--- src/rtl/instr_fetch_unit_if.sv ---
// -----------------------------------------------------------------------------
// instr_fetch_unit_if
//   Groups the instruction fetch unit's bus signals: the instruction memory
//   req/ack read port, the branch redirect from execute, the downstream stall,
//   and the instruction presented to decode.
//
//   master : the fetch unit (drives imem_req/imem_addr and the decode outputs)
//   slave  : the surrounding system (memory, execute stage, decode stage)
//
//   imem_req      read request to instruction memory
//   imem_addr     read address, valid while imem_req=1
//   imem_ack      memory returns imem_rdata this cycle
//   imem_rdata    instruction word, sampled only when imem_ack=1
//   branch_taken  one-cycle redirect pulse
//   branch_target redirect address (bits [1:0] ignored)
//   stall         downstream cannot accept the presented instruction
//   instr_valid   instr/opcode/pc_out hold a live instruction
//   instr         fetched instruction word
//   opcode        instr[6:0]
//   pc_out        address instr was fetched from
// -----------------------------------------------------------------------------
interface instr_fetch_unit_if #(
    parameter int unsigned ADDR_W  = 64,
    parameter int unsigned INSTR_W = 32
) ();
    logic                 imem_req;
    logic [ADDR_W-1:0]    imem_addr;
    logic                 imem_ack;
    logic [INSTR_W-1:0]   imem_rdata;
    logic                 branch_taken;
    logic [ADDR_W-1:0]    branch_target;
    logic                 stall;
    logic                 instr_valid;
    logic [INSTR_W-1:0]   instr;
    logic [6:0]           opcode;
    logic [ADDR_W-1:0]    pc_out;

    modport master (
        output imem_req, imem_addr, instr_valid, instr, opcode, pc_out,
        input  imem_ack, imem_rdata, branch_taken, branch_target, stall
    );

    modport slave (
        input  imem_req, imem_addr, instr_valid, instr, opcode, pc_out,
        output imem_ack, imem_rdata, branch_taken, branch_target, stall
    );
endinterface

--- src/rtl/instr_fetch_unit.sv ---
// -----------------------------------------------------------------------------
// instr_fetch_unit
//   Holds the program counter, issues single-outstanding reads to instruction
//   memory, and presents each fetched word (with its opcode field and fetch
//   address) to decode. Branch redirects from execute retarget the PC; a
//   redirect that arrives while a read is in flight is remembered until that
//   read completes, and the returned word is then dropped.
//
//   Ports:
//     clk  - system clock, rising edge
//     rst  - synchronous active-high reset
//     bus  - instr_fetch_unit_if.master (memory port, redirect, stall, outputs)
//
//   Two states: FETCH (request outstanding) and DELIVER (instruction presented,
//   held while stall=1).
// -----------------------------------------------------------------------------
module instr_fetch_unit #(
    parameter int unsigned        ADDR_W   = 64,
    parameter int unsigned        INSTR_W  = 32,
    parameter logic [ADDR_W-1:0]  RESET_PC = {ADDR_W{1'b0}}
) (
    input  logic                  clk,
    input  logic                  rst,
    instr_fetch_unit_if.master    bus
);

    typedef enum logic [0:0] {
        ST_FETCH   = 1'b0,
        ST_DELIVER = 1'b1
    } state_e;

    localparam logic [ADDR_W-1:0] PC_STEP    = {{(ADDR_W-3){1'b0}}, 3'd4};
    localparam logic [ADDR_W-1:0] ALIGN_MASK = {{(ADDR_W-2){1'b1}}, 2'b00};

    // Clears the byte-offset bits of a redirect address.
    function automatic logic [ADDR_W-1:0] word_align(input logic [ADDR_W-1:0] addr);
        return addr & ALIGN_MASK;
    endfunction

    state_e               state_q, state_d;
    logic [ADDR_W-1:0]    pc_q, pc_d;
    logic                 redirect_pend_q, redirect_pend_d;
    logic [ADDR_W-1:0]    redirect_tgt_q, redirect_tgt_d;
    logic                 instr_valid_q, instr_valid_d;
    logic [INSTR_W-1:0]   instr_q, instr_d;
    logic [ADDR_W-1:0]    pc_out_q, pc_out_d;

    // Request is gated by rst so no read is issued during reset cycles.
    assign bus.imem_req    = (state_q == ST_FETCH) && !rst;
    assign bus.imem_addr   = pc_q;
    assign bus.instr_valid = instr_valid_q;
    assign bus.instr       = instr_q;
    assign bus.opcode      = instr_q[6:0];
    assign bus.pc_out      = pc_out_q;

    // Next-state logic for the fetch sequencer and the presented instruction.
    always_comb begin
        state_d         = state_q;
        pc_d            = pc_q;
        redirect_pend_d = redirect_pend_q;
        redirect_tgt_d  = redirect_tgt_q;
        instr_valid_d   = instr_valid_q;
        instr_d         = instr_q;
        pc_out_d        = pc_out_q;

        case (state_q)
            ST_FETCH: begin
                if (bus.imem_ack) begin
                    if (bus.branch_taken) begin
                        // Completed read is stale: restart at the new target.
                        pc_d            = word_align(bus.branch_target);
                        redirect_pend_d = 1'b0;
                    end else if (redirect_pend_q) begin
                        pc_d            = redirect_tgt_q;
                        redirect_pend_d = 1'b0;
                    end else begin
                        instr_d       = bus.imem_rdata;
                        pc_out_d      = pc_q;
                        pc_d          = pc_q + PC_STEP;
                        instr_valid_d = 1'b1;
                        state_d       = ST_DELIVER;
                    end
                end else if (bus.branch_taken) begin
                    // Address must stay stable until the ack, so park the target.
                    redirect_tgt_d  = word_align(bus.branch_target);
                    redirect_pend_d = 1'b1;
                end else begin
                    redirect_pend_d = redirect_pend_q;
                end
            end
            ST_DELIVER: begin
                if (bus.branch_taken) begin
                    pc_d          = word_align(bus.branch_target);
                    instr_valid_d = 1'b0;
                    state_d       = ST_FETCH;
                end else if (bus.stall) begin
                    state_d = ST_DELIVER;
                end else begin
                    instr_valid_d = 1'b0;
                    state_d       = ST_FETCH;
                end
            end
            default: begin
                state_d       = ST_FETCH;
                instr_valid_d = 1'b0;
            end
        endcase
    end

    // State registers with synchronous reset.
    always_ff @(posedge clk) begin
        if (rst) begin
            state_q         <= ST_FETCH;
            pc_q            <= RESET_PC;
            redirect_pend_q <= 1'b0;
            redirect_tgt_q  <= {ADDR_W{1'b0}};
            instr_valid_q   <= 1'b0;
            instr_q         <= {INSTR_W{1'b0}};
            pc_out_q        <= {ADDR_W{1'b0}};
        end else begin
            state_q         <= state_d;
            pc_q            <= pc_d;
            redirect_pend_q <= redirect_pend_d;
            redirect_tgt_q  <= redirect_tgt_d;
            instr_valid_q   <= instr_valid_d;
            instr_q         <= instr_d;
            pc_out_q        <= pc_out_d;
        end
    end

endmodule

--- src/flat_wrapper.sv ---
// flat-port wrapper written by rule: the top's interface ports become plain ports
module instr_fetch_unit_flat 
#(
    parameter int unsigned        ADDR_W   = 64,
    parameter int unsigned        INSTR_W  = 32,
    parameter logic [ADDR_W-1:0]  RESET_PC = {ADDR_W{1'b0}}
)
  (clk, rst, bus_imem_req, bus_imem_addr, bus_instr_valid, bus_instr, bus_opcode, bus_pc_out, bus_imem_ack, bus_imem_rdata, bus_branch_taken, bus_branch_target, bus_stall);
  instr_fetch_unit_if #(.ADDR_W(ADDR_W), .INSTR_W(INSTR_W)) bus_i ();
  input  logic clk;
  input  logic rst;
  output wire logic [$bits(bus_i.imem_req)-1:0] bus_imem_req;
  output wire logic [$bits(bus_i.imem_addr)-1:0] bus_imem_addr;
  output wire logic [$bits(bus_i.instr_valid)-1:0] bus_instr_valid;
  output wire logic [$bits(bus_i.instr)-1:0] bus_instr;
  output wire logic [$bits(bus_i.opcode)-1:0] bus_opcode;
  output wire logic [$bits(bus_i.pc_out)-1:0] bus_pc_out;
  input wire logic [$bits(bus_i.imem_ack)-1:0] bus_imem_ack;
  input wire logic [$bits(bus_i.imem_rdata)-1:0] bus_imem_rdata;
  input wire logic [$bits(bus_i.branch_taken)-1:0] bus_branch_taken;
  input wire logic [$bits(bus_i.branch_target)-1:0] bus_branch_target;
  input wire logic [$bits(bus_i.stall)-1:0] bus_stall;
  assign bus_imem_req = bus_i.imem_req;
  assign bus_imem_addr = bus_i.imem_addr;
  assign bus_instr_valid = bus_i.instr_valid;
  assign bus_instr = bus_i.instr;
  assign bus_opcode = bus_i.opcode;
  assign bus_pc_out = bus_i.pc_out;
  assign bus_i.imem_ack = bus_imem_ack;
  assign bus_i.imem_rdata = bus_imem_rdata;
  assign bus_i.branch_taken = bus_branch_taken;
  assign bus_i.branch_target = bus_branch_target;
  assign bus_i.stall = bus_stall;
  instr_fetch_unit #(.ADDR_W(ADDR_W), .INSTR_W(INSTR_W), .RESET_PC(RESET_PC)) u_core (.clk(clk), .rst(rst), .bus(bus_i));
endmodule
--- config.mk ---
export PLATFORM = sky130hd
export DESIGN_NAME = instr_fetch_unit_flat
export DESIGN_NICKNAME = d
export VERILOG_FILES = /design/src/rtl/instr_fetch_unit_if.sv /design/src/rtl/instr_fetch_unit.sv /design/src/flat_wrapper.sv
export SDC_FILE = /design/constraint.sdc
export NUM_CORES = 1
export LEC_CHECK = 0
export BUFFER_PORTS_ARGS = -buffer_cell sky130_fd_sc_hd__clkbuf_2
export CAP_MARGIN = 20
export CORE_ASPECT_RATIO = 0.9
export CORE_MARGIN = 2
export CORE_UTILIZATION = 33
export CTS_BUF_LIST = sky130_fd_sc_hd__clkbuf_16
export DETAILED_ROUTE_END_ITERATION = 6
export PLACE_DENSITY = 0.52
export SYNTH_ARGS = -nofsm -noshare
export SYNTH_HDL_FRONTEND = slang
export SYNTH_SLANG_ARGS = --single-unit
--- constraint.sdc ---
create_clock -name clk -period 2.8 [get_ports clk]
set_clock_uncertainty 0.15 [all_clocks]
set_input_delay 0.42 -clock clk [delete_from_list [all_inputs] [get_ports clk]]
set_output_delay 0.42 -clock clk [all_outputs]
set_load 0.05 [all_outputs]
Yosys cells after proc, flatten, opt, wreduce, memory -nomap -nowiden:

Index checks and enable logic that the tools add are counted.
W data, S select, Z words.

* add/sub/neg operators: 1
* mux-type cells: 19
* equal/unequal tests: 5
* bitwise gates (word level): 4
* reductions and logical operators: 8

Operators with widths (count)
* $mux W64: 4
* $pmux W64 S2: 1
* $add A64 B3 Y64 const B: 1
* $mux W1: 12
* $ne A2 B2 Y1 const B: 4
* $reduce_and A4 Y1: 2
* $not A1 Y1: 4
* $pmux W1 S2: 2
* $reduce_and A2 Y1: 2
* $ne A3 B3 Y1 const B: 1
* $reduce_and A3 Y1: 1
* $reduce_bool A2 Y1: 1
* $logic_and A1 B1 Y1: 1
* $logic_not A1 Y1: 1

* input bits: 101
* register bits: 225
* logic and storage cells: 44
* output and inout bits: 169

Depth between registers and ports, before layout:

Gate-level depths: netlist of run 1.

* word-level depth: 5
* mapped depth: 9
* gate-level depth less buffers: 7

Worst setup path before layout of run 1:

No wires, ideal clock.

* kind: register to register
* start point: register u_core.pc_q[2] (netlist: u_core.bus.imem_addr[2])
* end point: register u_core.pc_q[56] (netlist: u_core.bus.imem_addr[56])
* clock period less this slack: 3.009 ns
* required time: 2.547 ns
* arrival: 2.756 ns
* setup time: 0.103 ns
* setup slack: -0.209 ns
* path buffers: 0
* cell stages (with the launch flop): 8
* cell sequence: dfxtp_1 ha_1 inv_1 or3_4 or4_4 nor4_4 xnor2_1 a2111oi_2

* word-level cells in the longest chain between the ends: 5

Ends and longest elaborated chain
* start, declared: line instr_fetch_unit.sv:41 `logic [ADDR_W-1:0] pc_q, pc_d;`
* start signal, assigned: line instr_fetch_unit.sv:122 `pc_q <= pc_d;`
* $add A64 B3 Y64: line instr_fetch_unit.sv:79 `pc_d = pc_q + PC_STEP;`
* $mux W64: line instr_fetch_unit.sv:73 `end else if (redirect_pend_q) begin`
* $mux W64: line instr_fetch_unit.sv:69 `if (bus.branch_taken) begin`
* $mux W64: line instr_fetch_unit.sv:68 `if (bus.imem_ack) begin`
* $pmux W64 S2: line instr_fetch_unit.sv:66 `case (state_q)`

No other way between the ends. The select of a mux whose other input is x is not followed.
A chain may end at the register's enable or synchronous reset.

Worst setup path in the final report of run 1:

Ends and elaborated chain as after synthesis.

==> results of run 1 <==
final cells by class:
class	instances	area share (%)
Sequential cell	221	31.5
Clock buffer	26	4.61
Timing Repair Buffer	429	19.9
Inverter	9	0.239
Tap cell	409	3.62
Multi-Input combinational cell	1056	38.7
Clock inverter	21	1.42
per-layer routing:
metal,GRT usage (%),vias to the layer above,part of all wire (%)
li1,-,5560,-
met1,38.4,5341,49
met2,35.4,469,41
met3,3.96,50,8.0
met4,5.26,0,1.9
met5,0,-,0
critical path, delay by kind of cell (launching register included):
| family | cells | cell delay, ns |
|---|---|---|
| and+or+nand+nor | 3 | 1.27 |
| AOI/OAI and AO/OA | 1 | 0.37 |
| DFF | 1 | 0.32 |
| adders and majority gates | 1 | 0.20 |
| xor gates and xnor gates | 1 | 0.12 |
| buffers and inverters | 1 | 0.11 |
cells in the final DEF, fill, tap and decap left out, types with 14 or more instances in the layout:
master and n:
nand2_1 392, clkbuf_2 262, a211oi_1 23, buf_4 85
dfxtp_2 21, nand3_1 36, a21oi_1 217, nor3_1 20
o21ai_0 66, xnor2_1 18, nor2_1 69, nor4_1 14
and3_1 21, dfxtp_1 200, nand4_1 20, clkbuf_16 26
dlygate4sd3_1 77
power by group through the flow:
stage | Combinational, mW | Sequential [mW] | Clock [mW]
finish | 1.85 | 3.48 | 3.44
detailed placement | 1.75 | 3.54 | 0
global placement | 1.75 | 3.54 | 0
global route | 1.98 | 3.50 | 3.62
CTS | 1.84 | 3.47 | 3.50
floorplan | 0.684 | 3.96 | 0
worst max path at each step:
stage | start | endpoint | slack [ns]
finish | u_core.bus.imem_addr[2]$_SDFFE_PP0P_ | u_core.bus.imem_addr[56]$_SDFFE_PP0P_ | 0.15
global route | u_core.bus.imem_addr[8]$_SDFFE_PP0P_ | u_core.bus.imem_addr[51]$_SDFFE_PP0P_ | 0.02
global placement | u_core.bus.imem_addr[32]$_SDFFE_PP0P_ | u_core.bus.imem_addr[47]$_SDFFE_PP0P_ | 0.15
detailed placement | u_core.bus.imem_addr[32]$_SDFFE_PP0P_ | u_core.bus.imem_addr[47]$_SDFFE_PP0P_ | 0.14
floorplan | u_core.bus.imem_addr[2]$_SDFFE_PP0P_ | u_core.bus.imem_addr[56]$_SDFFE_PP0P_ | 0.008
CTS | u_core.bus.imem_addr[32]$_SDFFE_PP0P_ | u_core.bus.imem_addr[47]$_SDFFE_PP0P_ | 0.09
cells by family after synthesis:
group / share of synthesized area, %
and+or+nand+nor: 25.7
other: 0.0361
DFF: 42.6
xor gates and xnor gates: 2.62
AOI/OAI and AO/OA: 23.0
adders and majority gates: 0.120
buffers and inverters: 5.27
muxes: 0.699
state kept, by name, indices dropped and copies added (netlist names):
register,cells
u_core.state_q,1
u_core.bus.instr_valid,1
u_core.redirect_pend_q,1
u_core.redirect_tgt_q,62
u_core.bus.pc_out,62
u_core.bus.instr,32
u_core.bus.imem_addr,62
through the flow:
| step | cells | util [%] | power [mW] | hold WS (ns) | area [um^2] |
|---|---|---|---|---|---|
| 5_1_grt | 2171 | 45.7 | 9.10 | 0.0175 | 14100 |
| 3_5_place_dp | 2047 | 40.4 | 5.29 | 0.293 | 12500 |
| 4_1_cts | 2171 | 45.6 | 8.81 | 0.000528 | 14100 |
| 6_report | 2171 | 45.7 | 8.76 | 0.00740 | 14100 |
| 3_3_place_gp | 2047 | 40.4 | 5.28 | 0.288 | 12500 |
| 2_1_floorplan | 1410 | - | 4.64 | 0.281 | 10400 |
repair_timing:
item	in CTS	in global routing
endpoints found under the hold margin	77	0
buffers inserted	0	0
gates resized for setup	0	3
setup endpoints to repair	0	5
hold buffers	77	0
==> results.cfg, run 1 <==
[power]
clkPwrFrac_pct = 39.3
p_sw_mw = 2.84
peakVddDrop_uv = 485
intPower_mw = 5.93
p_sw_share_pct = 32.4
p_per_area_nw_per_um2 = 620
seq_power_share_pct = 39.7
power.leakage_nw = 5.68
p_comb_share_pct = 21.1

[synth]
yosys.area.top_type = dfxtp_1
yosys-top-cells-count = nand2_1, dfxtp_1, a21oi_1
synth.top_cell.area_share_pct = 42.6
yosysMostFrequentCell = nand2_1
ys_warn_count = 0
synth-edff-count = 0
syn_area_um2 = 10400
synth_cell_types = 67
async_reset_ff_share_pct = 0
synth-seq-cells = 221
syn_inst = 1407
seq_area_frac_synth_pct = 42.6
syn_area_per_cell_um2 = 7.38
ys.flop_type = dfxtp_1
ys_top_cells_by_area = dfxtp_1, nand2_1, a21oi_1

[drt]
drtIter0Drc = 943
ant_nets = 0
totalWireLength_um = 42300
drcViolationCount = 0
route.vias.total = 11420
viasPerCell = 5.26
wl_per_cell_um = 19.5
drtPass1Iterations = 5

[setup_path]
worst-path-max-fanout = 5
worstPathRequired_ns = 3.09
r2r_setup_slack_ns = 0.15
cp.arrival_ns = 2.94
reg2reg_to = u_core.bus.imem_addr[56]$_SDFFE_PP0P_
critical-path-max-stage-delay_ns = 0.55
crit_path_end_kind = flop
rr_startpoint = u_core.bus.imem_addr[2]$_SDFFE_PP0P_
reg2reg_depth = 7
path_cells = ha_1 -> inv_1 -> or3_4 -> or4_4 -> nor4_4 -> xnor2_1 -> a2111oi_2
crit_slowest_cell = or4_4
critPathKind = flop to flop
start_kind = flop

[clock_network]
clk_path_buf_depth = 3
cts_root_buf = clkbuf_16
cts.reportedPaths.clkPinSlew_ns = 0.06
clk-insertion-delay-late_ns = 0.55
h-tree-depth = 1
cts_tree = done
cts_sinks = 221
numCtsBuffers = 26

[floorplan]
die_h_um = 172
core_um2 = 30900
ios = 270
row_count = 61
initial_core_util_pct = 33.6
die_area_um2 = 32900
fp.dieW_um = 191

[grt]
grt_max_degree = 96
grt_pass1_wl_um = 62900
gr-total-overflow = 0
grt_pass1_vias = 10143
antenna_found_initial = 0
track_usage_pct = 24.8

[min_path]
hp-class = input pin to flop
worstHoldStart = bus_branch_target[41]
min_to = u_core.redirect_tgt_q[41]$_SDFFE_PP0P_
min_path_cells = 3

[sta]
layout_setup_ws_ns = 0.150
rsz0062_at_grt = false
slew_headroom_pct = 44.9
min_period_over_period_pct = 94.7
worst_slew_pin_slew_ns = 0.818
setup_viol = 0
finalHoldViolations = 0
final.min_clock_period_ns = 2.65
setup_tns_ns = 0
slew_viol_final = 0
max_freq_mhz = 377

[layout]
seq_area_um2 = 4450
area_delta_synth_final_pct = 36.1
antenna_cells = 0
fillers = 3204
nets = 1845
drive_above_1_share_pct = 24.4
multiInputGateArea_um2 = 5470

[placement]
hpwl_um = 30200
place.gp.congestion = 0.915
portBuffers = 263
place_ws_ns = 0.138

[flow_run]
maxCapViolations = 0

[status]
status = complete, no violations
Power figures use the tool's default switching activity.
==> run 2: changes to the inputs <==
CELL_PAD_IN_SITES_DETAIL_PLACEMENT = 1   (was unset)
CELL_PAD_IN_SITES_GLOBAL_PLACEMENT = 1   (was unset)
PLACE_DENSITY = 0.7   (was 0.52)
==> run 2 against run 1 <==
Against the previous run:
- via count rose by 1.9%
- routed wire length rose by 6.5%
- total power fell by 3.4%
- register-to-register slack barely moved
- fmax barely moved
- critical endpoint unchanged
==> results.cfg, run 2 (synthesis results as in run 1) <==
[drt]
ant_nets = 0
drtPass1Iterations = 5
wl_met2_um = 19400
wl_met3_um = 3390
totalWireLength_um = 45100
met1_length_um = 21500
viasPerCell = 5.36
drcViolationCount = 0
top_layer_used = met4
drtIter0Drc = 937
wl_per_cell_um = 20.8
route.vias.total = 11635

[layout]
drive_above_1_share_pct = 23.6
utilization_pct = 45.6
final_common_cell = nand2_1
area_delta_synth_final_pct = 35.7
nets = 1846
layout_common_cells = nand2_1, clkbuf_2, a21oi_1, dfxtp_1, dlygate4sd3_1
fillers = 3865

[sta]
setup_tns_ns = 0
max_freq_mhz = 377
slew_viol_final = 0
min_period_over_period_pct = 94.6
setup_viol = 0
finalHoldViolations = 0
worst_slew_pin_slew_ns = 0.788
final.min_clock_period_ns = 2.65
rsz0062_at_grt = false
slew_headroom_pct = 46.9

[floorplan]
die_area_um2 = 32900
core_um2 = 30900
die_h_um = 172
initial_core_util_pct = 33.6
ios = 270
row_count = 61
fp.dieW_um = 191

[setup_path]
cp.arrival_ns = 2.94
critPathKind = flop to flop
reg2reg_depth = 7
worstPathRequired_ns = 3.09
worst-path-max-fanout = 5
start_kind = flop
crit_path_end_kind = flop

[clock_network]
cts_root_buf = clkbuf_16
numCtsBuffers = 27
clk-insertion-delay-late_ns = 0.55
clk_path_buf_depth = 3
cts_sinks = 221
cts_tree = done
h-tree-depth = 1
cts.reportedPaths.clkPinSlew_ns = 0.06

[placement]
place.gp.congestion = 0.883
portBuffers = 263
hpwl_um = 31900

[power]
peakVddDrop_uv = 485
p_per_area_nw_per_um2 = 601
power.leakage_nw = 5.66

[grt]
grt_pass1_vias = 11144
grt_max_degree = 97
grt_pass1_wl_um = 67400
gr-total-overflow = 0
antenna_found_initial = 1
track_usage_pct = 26.5

[min_path]
hp-class = input pin to flop
min_path_cells = 3

[flow_run]
maxCapViolations = 0

[status]
status = complete, no violations
## run 2: critical path, stage by stage (launching register included)
cell and delay, ns:
dfxtp_2 0.33, ha_1 0.20, inv_1 0.11, or3_4 0.42, or4_4 0.55, nor4_4 0.31
xnor2_1 0.11, a2111oi_2 0.35
## run 2: worst paths after layout
kind	start	slack, ns	endpoint
worst min-delay path	bus_branch_target[61]	0.02	u_core.redirect_tgt_q[61]$_SDFFE_PP0P_
worst min register to register	u_core.redirect_tgt_q[24]$_SDFFE_PP0P_	0.30	u_core.redirect_tgt_q[24]$_SDFFE_PP0P_
worst max-delay path	u_core.bus.imem_addr[2]$_SDFFE_PP0P_	0.15	u_core.bus.imem_addr[56]$_SDFFE_PP0P_
worst max register to register	u_core.bus.imem_addr[2]$_SDFFE_PP0P_	0.15	u_core.bus.imem_addr[56]$_SDFFE_PP0P_
## run 2: layer usage
metal  vias to the layer above  GRT usage [%]
li1                       5576              -
met1                      5618           38.8
met2                       392           40.4
met3                        49           4.93
met4                         0           5.46
met5                         -              0
## run 2: layout make-up
cell class                 count  area [um^2]  area share (%)
multi-input combinational   1056         5460            38.8
sequential                   221         4450            31.6
timing repair buffer         429         2860            20.3
clock buffer                  27          676            4.80
tap                          409          512            3.63
clock inverter                20         87.6           0.622
inverter                       9         33.8           0.240
antenna                        1         2.50          0.0178
## run 2: report_power, final
part	switching [mW]	internal [mW]	total, mW
Sequential	0.171	3.33	3.50
Combinational	1.30	0.558	1.85
Clock	1.39	1.73	3.11
Total	2.85	5.61	8.46
## run 2: timing repair
| item | 4_1_cts | 5_1_grt |
|---|---|---|
| resized for setup | 0 | 2 |
| endpoints found under the setup margin | 0 | 3 |
| endpoints found under the hold margin | 88 | 0 |
| setup buffers | 0 | 0 |
| hold buffers | 88 | 0 |
## run 2: stage by stage
stage          power (mW)  setup WS [ns]  std cells  hold slack, ns  cell area [um^2]
4_1_cts              8.52         0.0446       2171         0.00382             14100
6_report             8.46          0.151       2172          0.0181             14100
3_3_place_gp         5.26          0.185       2036           0.287             12400
5_1_grt              8.80        0.00122       2171          0.0294             14100
2_1_floorplan        4.64        0.00812       1410           0.281             10400
3_5_place_dp         5.30         0.0441       2036           0.295             12400
==> run 3: changes to the inputs <==
==> constraint.sdc (replaced) <==
create_clock -name clk -period 2.8 [get_ports clk]
set_clock_uncertainty 0.15 [all_clocks]
set_input_delay 0.28 -clock clk [delete_from_list [all_inputs] [get_ports clk]]
set_output_delay 0.28 -clock clk [all_outputs]
set_load 0.05 [all_outputs]
==> run 3 against run 2 <==
Against the previous run:
- critical path depth unchanged
- fmax up 0.50%
- flip-flop and latch count unchanged
- sequential power about the same
- non-clock buffer count up 9
- die area unchanged
- hold slack better by 0.13 ns
- register-to-register slack about the same
- total power up 3.6%
- via count up 1.5%
- clock power up 9.3%
==> results.cfg, run 3 (synthesis results as in run 1) <==
[placement]
place.gp.congestion = 0.920
place_inst = 2034
portBuffers = 263
place_ws_ns = 0.0980
hpwl_um = 32000

[sta]
final.min_clock_period_ns = 2.64
slew_viol_final = 0
slew_headroom_pct = 45.9
max_freq_mhz = 379
setup_viol = 0
layout_setup_ws_ns = 0.164
min_period_over_period_pct = 94.1
rsz0062_at_grt = false
setup_tns_ns = 0
finalHoldViolations = 0
worst_slew_pin_slew_ns = 0.803

[clock_network]
cts_root_buf = clkbuf_16
numCtsBuffers = 27
cts.reportedPaths.clkPinSlew_ns = 0.06
cts_tree = done
clk_path_buf_depth = 3
cts_sinks = 221
clk-insertion-delay-late_ns = 0.54
post_cts_buffers = 0
h-tree-depth = 1

[setup_path]
crit_path_end_kind = flop
worst-path-max-fanout = 5
cp-startpoint = u_core.bus.imem_addr[2]$_SDFFE_PP0P_
r2r_setup_slack_ns = 0.16
cp.arrival_ns = 2.93
reg2reg_to = u_core.bus.imem_addr[56]$_SDFFE_PP0P_
reg2reg_depth = 7
worstPathRequired_ns = 3.09
critPathKind = flop to flop
start_kind = flop
rr_startpoint = u_core.bus.imem_addr[2]$_SDFFE_PP0P_

[floorplan]
ios = 270
row_count = 61
die_h_um = 172
initial_core_util_pct = 33.6
die_area_um2 = 32900
fp.dieW_um = 191
core_um2 = 30900

[drt]
drtPass1Iterations = 5
wl_per_cell_um = 21.0
drcViolationCount = 0
viasPerCell = 5.41
ant_nets = 0
totalWireLength_um = 45800
route.vias.total = 11811
drtIter0Drc = 912

[power]
power.leakage_nw = 5.71
p_per_area_nw_per_um2 = 615
peakVddDrop_uv = 447

[grt]
track_usage_pct = 26.8
antenna_found_initial = 1
grt_max_degree = 96
gr-total-overflow = 0
grt_pass1_wl_um = 68300
grt_pass1_vias = 11412

[min_path]
hp-class = input pin to flop
worstHoldStart = bus_branch_taken
min_to = u_core.bus.imem_addr[23]$_SDFFE_PP0P_
min_path_cells = 4

[layout]
layout_common_cells = nand2_1, clkbuf_2, a21oi_1, dfxtp_1, dlygate4sd3_1
drive_above_1_share_pct = 23.7
area_delta_synth_final_pct = 37.3
final_common_cell = nand2_1
nets = 1855
final_cells = 2182

[status]
status = complete, no violations

[flow_run]
maxCapViolations = 0
-- run 3: changes by cell type in the layout (fill, tap and decap cells not counted) --
cell,before,now
dlygate4sd3_1,88,99
inv_1,19,13
clkinv_1,5,10
bufinv_16,0,3
buf_12,6,4
nor3_1,21,19
nor3_2,1,3
clkinvlp_4,1,0
nand3_1,36,35
nand3_2,0,1
nor4_1,15,14
nor4_2,2,3
-- run 3: stage by stage --
stage                     area [um^2]  hold WS [ns]  util [%]  power [mW]
after floorplan                 10400         0.266         -        4.64
after global placement          12400         0.288      40.1        5.25
final                           14300         0.150      46.1        8.76
after global routing            14300         0.180      46.1        9.09
after CTS                       14200         0.122      46.0        8.80
after detailed placement        12400         0.294      40.1        5.29
-- run 3: final cells by class --
type / count / area (um^2)
clock inverters: 21 / 166
flip-flops and latches: 221 / 4450
repair buffers: 438 / 2930
diodes: 1 / 2.50
clock buffers: 27 / 676
inverters: 9 / 33.8
multi-input cells: 1056 / 5480
well taps: 409 / 512
fillers: 3830 / 16700
-- run 3: worst max path at each step --
stage                                                 end  slack [ns]  cells after the start
detailed placement  u_core.bus.imem_addr[51]$_SDFFE_PP0P_         0.1                      6
floorplan           u_core.bus.imem_addr[56]$_SDFFE_PP0P_       0.008                      7
global route        u_core.bus.imem_addr[51]$_SDFFE_PP0P_        0.01                      7
CTS                 u_core.bus.imem_addr[51]$_SDFFE_PP0P_        0.07                      6
finish              u_core.bus.imem_addr[56]$_SDFFE_PP0P_        0.16                      7
global placement    u_core.bus.imem_addr[48]$_SDFFE_PP0P_        0.21                      7
-- run 3: worst max-delay path: stages (launching register included) --
cell       delay, ns
dfxtp_2         0.33
ha_1            0.18
inv_1           0.10
or3_4           0.43
or4_4           0.56
nor4_4          0.31
xnor2_1         0.11
a2111oi_2       0.36
-- run 3: layer usage --
| metal | GRT usage, % | wire length (um) |
|---|---|---|
| met1 | 38.4 | 21300 |
| met2 | 41.9 | 20000 |
| met3 | 4.77 | 3680 |
| met4 | 6.13 | 862 |
| met5 | 0 | 0 |
-- run 3: what timing repair did --
action | in CTS | in global routing
endpoints found under the setup margin | 0 | 6
hold buffers | 99 | 0
resized for setup | 0 | 6
hold endpoints to repair | 148 | 0
-- run 3: where the power goes --
| group | internal [mW] | switching [mW] | leakage (nW) |
|---|---|---|---|
| clock network | 2.01 | 1.40 | 0.436 |
| logic | 0.561 | 1.30 | 3.46 |
| registers | 3.33 | 0.174 | 1.81 |
| total | 5.89 | 2.87 | 5.71 |
